[src/rtl/usb_ram_arb.sv]
// rtl/usb_ram_arb.sv - two-writer arbiter for the USB packet RAM write port
//
// Arbitrates the single write port of a dual-port RAM between the receive-path
// writer (rx) and the RAM-maintenance writer (rm). The owner holds the port for
// a burst. After MAX_BURST owned cycles it is pre-empted if the other port is
// waiting. Every handover goes through a one-cycle GAP bubble.
//
// Optional feature macro: USB_RAM_ARB_RR_EN
//   defined   : round-robin on simultaneous requests (rx wins first after reset)
//   undefined : fixed priority, rx always wins simultaneous requests
//
// Ports
//   clk, rst                   clock, synchronous active-high reset
//   rx_req / rx_gnt            receive-path ownership request / grant
//   rx_txa, rx_txd, rx_txen    receive-path write address, data, strobe
//   rm_req / rm_gnt            maintenance ownership request / grant
//   rm_txa, rm_txd, rm_txen    maintenance write address, data, strobe
//   ram_txa, ram_txd, ram_txen arbitrated RAM write port (one cycle latency)
//   owner                      00 none, 01 rx, 10 rm
//   drop_err                   sticky: a write strobe was discarded
module usb_ram_arb #(
   parameter int AW        = 12,
   parameter int DW        = 8,
   parameter int MAX_BURST = 64
) (
   input  logic          clk,
   input  logic          rst,
   input  logic          rx_req,
   output logic          rx_gnt,
   input  logic [AW-1:0] rx_txa,
   input  logic [DW-1:0] rx_txd,
   input  logic          rx_txen,
   input  logic          rm_req,
   output logic          rm_gnt,
   input  logic [AW-1:0] rm_txa,
   input  logic [DW-1:0] rm_txd,
   input  logic          rm_txen,
   output logic [AW-1:0] ram_txa,
   output logic [DW-1:0] ram_txd,
   output logic          ram_txen,
   output logic [1:0]    owner,
   output logic          drop_err
);

   localparam int            CW      = $clog2(MAX_BURST);
   localparam logic [CW-1:0] CNT_MAX = CW'(MAX_BURST - 1);

   typedef enum logic [1:0] {IDLE, OWN_RX, OWN_RM, GAP} state_t;

   state_t        state;
   state_t        next;
   logic [CW-1:0] cnt;
   logic          cnt_max;
   logic          pick_rx;
   // Set while in GAP when the previous owner was pre-empted: the waiting
   // port must get the RAM next, even if the pre-empted one still requests.
   logic          hand_rx;
   logic          hand_rm;

   assign cnt_max = (cnt == CNT_MAX);

`ifdef USB_RAM_ARB_RR_EN
   logic last_rm;

   // On a tie grant the port that did not own last.
   assign pick_rx = rx_req & (~rm_req | last_rm);

   always_ff @(posedge clk) begin
      if (rst) begin
         last_rm <= 1'b1;
      end else if ((next == OWN_RX || next == OWN_RM) && next != state) begin
         last_rm <= (next == OWN_RM);
      end
   end
`else
   assign pick_rx = rx_req;
`endif

   always_ff @(posedge clk) begin
      if (rst) begin
         state <= IDLE;
      end else begin
         state <= next;
      end
   end

   always_comb begin
      next = state;
      case (state)
         IDLE, GAP: begin
            if (hand_rm && rm_req) begin
               next = OWN_RM;
            end else if (hand_rx && rx_req) begin
               next = OWN_RX;
            end else if (pick_rx) begin
               next = OWN_RX;
            end else if (rm_req) begin
               next = OWN_RM;
            end else begin
               next = IDLE;
            end
         end
         OWN_RX: begin
            if (!rx_req || (cnt_max && rm_req)) begin
               next = GAP;
            end
         end
         OWN_RM: begin
            if (!rm_req || (cnt_max && rx_req)) begin
               next = GAP;
            end
         end
         default: next = IDLE;
      endcase
   end

   // Burst counter, handover flags and registered state decodes.
   always_ff @(posedge clk) begin
      if (rst) begin
         cnt     <= '0;
         hand_rx <= 1'b0;
         hand_rm <= 1'b0;
         rx_gnt  <= 1'b0;
         rm_gnt  <= 1'b0;
         owner   <= 2'b00;
      end else begin
         if ((next == OWN_RX || next == OWN_RM) && next != state) begin
            cnt <= '0;
         end else if ((state == OWN_RX || state == OWN_RM) && !cnt_max) begin
            cnt <= cnt + 1'b1;
         end
         // Leaving OWN while still requesting can only be a pre-emption.
         hand_rm <= (state == OWN_RX) && (next == GAP) && rx_req;
         hand_rx <= (state == OWN_RM) && (next == GAP) && rm_req;
         rx_gnt  <= (next == OWN_RX);
         rm_gnt  <= (next == OWN_RM);
         owner   <= {next == OWN_RM, next == OWN_RX};
      end
   end

   // Write path: only the current owner's strobe reaches the RAM.
   always_ff @(posedge clk) begin
      if (rst) begin
         ram_txa  <= '0;
         ram_txd  <= '0;
         ram_txen <= 1'b0;
         drop_err <= 1'b0;
      end else begin
         ram_txen <= (rx_gnt & rx_txen) | (rm_gnt & rm_txen);
         if (rx_gnt && rx_txen) begin
            ram_txa <= rx_txa;
            ram_txd <= rx_txd;
         end else if (rm_gnt && rm_txen) begin
            ram_txa <= rm_txa;
            ram_txd <= rm_txd;
         end
         if ((rx_txen && !rx_gnt) || (rm_txen && !rm_gnt)) begin
            drop_err <= 1'b1;
         end
      end
   end

endmodule

[config.mk]
export PLATFORM = sky130hd
export DESIGN_NAME = usb_ram_arb
export DESIGN_NICKNAME = d
export VERILOG_FILES = /design/src/rtl/usb_ram_arb.sv
export SDC_FILE = /design/constraint.sdc
export NUM_CORES = 1
export LEC_CHECK = 0
export CORE_MARGIN = 10
export CORE_UTILIZATION = 35
export CTS_BUF_LIST = sky130_fd_sc_hd__clkbuf_4
export DETAILED_ROUTE_END_ITERATION = 10
export HOLD_SLACK_MARGIN = 0.03
export PLACE_DENSITY = 0.74
export SETUP_SLACK_MARGIN = 0.05
export SYNTH_ARGS = -nofsm -noshare
export SYNTH_HDL_FRONTEND = slang
export SYNTH_SLANG_ARGS = --single-unit
export TNS_END_PERCENT = 20
[constraint.sdc]
create_clock -name clk -period 4.35 [get_ports clk]
set_clock_uncertainty 0.2 [all_clocks]
set_input_delay 0.6525 -clock clk [delete_from_list [all_inputs] [get_ports clk]]
set_output_delay 0.6525 -clock clk [all_outputs]
set_load 0.02 [all_outputs]
== Yosys cells after proc, flatten, opt, wreduce, memory -nomap -nowiden ==
Cells that the tools add are included.
Widths: inputs -> output; s select.
Operators by class
  $add $sub $neg: 1
  $mul: 0
  div/mod/pow operators: 0
  order comparisons: 0
  equal/unequal tests: 8
  shifts and indexed selects: 0
  mux-type cells: 11
  bitwise operators: 3
  reductions and logical operators: 28
Operators with widths (number)
  $mux 12: 2
  $mux 8: 2
  $logic_and 1x1->1: 14
  $mux 2: 6
  $eq 2x2->1 const B: 4
  $add 6x1->6 const B: 1
  $eq 6x6->1 const B: 1
  $pmux 2 s3: 1
  $logic_not 1->1: 5
  $logic_or 1x1->1: 5
  $eq 2x1->1 const B: 2
  $reduce_or 2->1: 2
  $and 1x1->1: 2
  $logic_not 2->1: 1
  $ne 2x2->1: 1
  $reduce_bool 2->1: 1
  $or 1x1->1: 1
Word-level totals
  bits in registers: 36
  latch bits: 0
  bits in writable memories: 0
  bits in read-only memories: 0
  output and inout bits: 26
  logic and storage cells: 62
  memories kept: 0

== Longest topological paths before layout ==
  word-level depth: 9
  gate-level depth with buffers: 10
  gate-level depth less buffers: 9

== Worst setup path after synthesis ==
OpenSTA, ideal clock, no wires.
  kind: register to register
  start: register state[0]
  end: register cnt[0]
  library setup time: 0.086 ns
  data arrival time: 2.370 ns
  required time: 4.064 ns
  setup slack: 1.695 ns
  stages on the path, launching flop included: 11
  clock period less this slack: 2.655 ns
  cells stage by stage: dfxtp_1 inv_1 ha_1 buf_6 or3b_1 a31oi_2 a211o_2 inv_1 ha_1 a21o_1 a211oi_1
Between the ends
  longest elaborated chain between the ends: 7
  elaborated cells on any way between the ends: 16
  those cells by class: eq/ne: 6; mux: 3; reduce/logical: 7
Ends and longest elaborated chain
  start: declaration: line 50  | state_t state;
  start signal: assignment: line 83  | state <= next;
  $eq 2x2->1 / $logic_not 2->1 (equally long branches): line 89  | case (state)
  $reduce_or 2->1: line 89
  $pmux 2 s3 *: line 89
  via next[1]: line 51  | state_t next;
  $eq 2x1->1 / $eq 2x2->1 (equally long branches): line 127  | if ((next == OWN_RX || next == OWN_RM) && next != state) begin
  $logic_or 1x1->1: line 127
  $logic_and 1x1->1 *: line 127
  $reduce_or 2->1 (no line) *
  end signal: assignment: line 130  | cnt <= cnt + 1'b1;
  end: declaration: line 52  | logic [CW-1:0] cnt;
The timed path passes the listed nets; every way through them passes the cells marked *.
A chain may end at the register's enable or synchronous reset.

== Worst setup path in the final report ==
  start: register state[0]
  end: register cnt[5]
The elaborated chain is that of the path after synthesis.

==> impl_results.md <==
- Initial antenna violation count: 0
- Post-synth top flop: dfxtp_1
- Most frequent cells in the layout: clkdlybuf4s50_1 (71), dfxtp_1 (33), nand3_1 (25)
- Sequential fraction of the synthesis area: 40.4%
- CP endpoint: cnt[5]$_SDFFE_PP0P_
- Unrepaired setup endpoints after global routing: false
- Post-synthesis cell count: 193
- Router iterations before antenna repair: 4
- Leakage: 0.000853 uW
- ANT cells: 0
- Tcrit/Tclk final: 66.5%
- Maxcap violations: 0
- Area occupied by registers: 661 um^2
- Hold-fix buffers at CTS: 0
- Syn_nets: 246
- Layout cells sized above 1: 6.23%
- Starting density of the core: 36.8%
- Pwr per Cell Area: 509 mW/mm^2
- Core area: 0.00444 mm^2
- Placer Congestion: 0.785
- Footprint of the multi-input gates: 876 um^2
- Worst Path Arrival: 2.93 ns
- Crit-path max cell delay: 0.42 ns
- Fillers: 405
- DP HPWL: 3.50 mm
- Clock sink count: 33
- Fin nets: 310
- Wire length per cell: 15.6 um
- Die Y: 88.3 um
- Post-synth EDFFs: 0
- Reg power frac: 35.9%
- CTS Buf Count: 5
- Crit-path max FO: 10
- Die span in x: 88.3 um
- Clk pwr share: 13.0%
- Critical-path cell list: inv_1 > ha_1 > or3b_1 > a31oi_2 > a211o_2 > inv_1 > ha_1 > a21o_1 > a211oi_1
- CTS tree: built
- Switching Fraction: 40.2%
- Post-layout min period: 2.89 ns
- F_max: 346 MHz
- RR Startpoint: state[0]$_SDFF_PP0_
- Total number of vias: 1,620
- Worst-skew pair later-pin latency: 0.33 ns
- Slowest-stage cell, CP: dfxtp_1
- Slew margin rel.: 27.7%
- Worst path buffer plus inverter count: 2
- R2R depth: 9
- Post-Syn Area per Cell: 8.47 um^2
- Worst R2R End: cnt[5]$_SDFFE_PP0P_
- Part of the power in combinational logic: 51.1%
- DRC: 0
- # Post-CTS Setup Buffers: 0
- Vias in the first global route: 1,584
- Routed wl met2: 2.08 mm
- Max H-tree Level: 2
- Critical Path Start: state[0]$_SDFF_PP0_
- Overall global routing resource usage: 12.6%
- Switch Pwr: 490 uW
- Cells resized by post-CTS repair: 0
- Worst Max-Slew Pin Slew: 1.08 ns
- Data required, critical path: 4.39 ns
- Syn. warnings: 0
- Crit-path leading delay family: compound AO/OA/AOI/OAI gates
- GRT overflow: 0
- Clk Tree Root Cell: clkbuf_4
- Max clock buf depth: 2
- Post-synth ARST share: 0%
- Via density: 5.24
- I/O pin count: 72
- Final antenna-violating net count: 0
- Commonest non-fill, non-tap cell in the layout: clkdlybuf4s50_1
- Crit. path cell count: 9
- Iter 0 DRT Violations: 58
- Clk slew on worst S/H paths: 0.09 ns
- FF+latch count, synth: 33
- Final setup TNS: 0 ns
- R2r setup slk: 1.46 ns
- Top layer in use: met4
- Full die area: 0.00780 mm^2
- Yosys cell types: 37
- Pint: 730 uW
- Area grow syn2layout: 46.8%
- Metal3 WL: 458 um
- DRT Wirelength: 4.83 mm
- Final setup viols: 0
- Endpoints failing hold: 0
- VDD IR-drop max: 0.345 mV
- Startpoint Class: flip-flop
- IO buf count: 71
- Setup CP Type: flip-flop to flip-flop
- FP Rows: 24
- Max-slew violation count: 0
- Post-Route M1 WL: 2.21 mm
- CP Capture Type: flip-flop
- Cell Area, Synth: 0.00163 mm^2
- Largest net degree at the start of global routing: 42
- Hold WS: 0.284 ns
- First-pass GRT wire length: 7.78 mm
- Status: finished, final reports clean
- Hold Path Class: flip-flop to flip-flop
==> synth_stat cells (3+ instances only) <==
cell type,number,area (um^2)
dfxtp_1,33,661
nand3_1,25,125
nor2_1,24,90.1
nand2_1,23,86.3
a311oi_1,20,175
a211oi_1,7,52.6
clkbuf_1,7,26.3
ha_1,7,87.6
buf_1,6,22.5
inv_1,5,18.8
a21oi_1,3,15.0
nor2b_1,3,18.8
xnor2_1,3,26.3
==> through the flow <==
stage                     util, %  total power (uW)  setup slack (ns)  instances  area, um^2
after floorplan                 -               847              1.69        193        1630
after global routing         54.0              1320              1.26        309        2400
after global placement       52.9              1070              1.29        302        2350
final                        54.0              1220              1.46        309        2400
after CTS                    54.0              1240              1.44        309        2400
after detailed placement     52.9              1070              1.23        302        2350
==> tightest hold or removal path: stages (launching register included) <==
cell      delay, ns
dfxtp_1        0.32
nand2_1        0.05
a311oi_1       0.07
==> how the worst min path moves through the flow <==
stage | from | cells past startpoint | slack (ns) | end
5_1_grt | ram_txa[11]$_SDFFE_PP0P_ | 2 | 0.31 | ram_txa[11]$_SDFFE_PP0P_
6_report | ram_txa[7]$_SDFFE_PP0P_ | 2 | 0.28 | ram_txa[7]$_SDFFE_PP0P_
2_1_floorplan | cnt[1]$_SDFFE_PP0P_ | 2 | 0.32 | cnt[1]$_SDFFE_PP0P_
3_3_place_gp | ram_txa[5]$_SDFFE_PP0P_ | 2 | 0.27 | ram_txa[5]$_SDFFE_PP0P_
3_5_place_dp | ram_txa[7]$_SDFFE_PP0P_ | 2 | 0.27 | ram_txa[7]$_SDFFE_PP0P_
4_1_cts | ram_txa[7]$_SDFFE_PP0P_ | 2 | 0.29 | ram_txa[7]$_SDFFE_PP0P_
==> power groups by stage <==
stage / Clock (uW) / Sequential [uW] / Combinational (uW)
after CTS: 168 / 438 / 632
after detailed placement: 0 / 445 / 628
final: 159 / 438 / 623
after global routing: 181 / 449 / 688
after global placement: 0 / 443 / 627
after floorplan: 0 / 490 / 357
==> metal layers <==
layer	global-route usage [%]	vias to the layer above
met3	6.43	7
met5	0	-
met2	18.7	57
li1	-	821
met4	4.85	0
met1	15.1	735
==> area by class of cell <==
cell class,count,area share [%]
clock inverters,1,0.156
well taps,52,2.71
inverters,6,0.939
multi-input cells,138,36.5
flip-flops and latches,33,27.5
clock buffers,6,1.88
repair buffers,73,30.3
==> flip-flops by register name, summed over array words and instances (netlist names) <==
| name | count |
|---|---|
| cnt | 6 |
| drop_err | 1 |
| hand_rm | 1 |
| owner | 1 |
| ram_txa | 12 |
| ram_txd | 8 |
| ram_txen | 1 |
| rm_gnt | 1 |
| state | 2 |
==> cell families after synthesis <==
logic type	share of synthesized area [%]
XOR/XNOR	2.60
multiplexers	1.30
flip-flops	40.4
AND/OR/NAND/NOR	23.7
buffers and inverters	5.97
AO/OA/AOI/OAI	20.6
adder cells (fa/ha/maj)	5.36
Note: power is estimated with default switching activity, not from simulation.
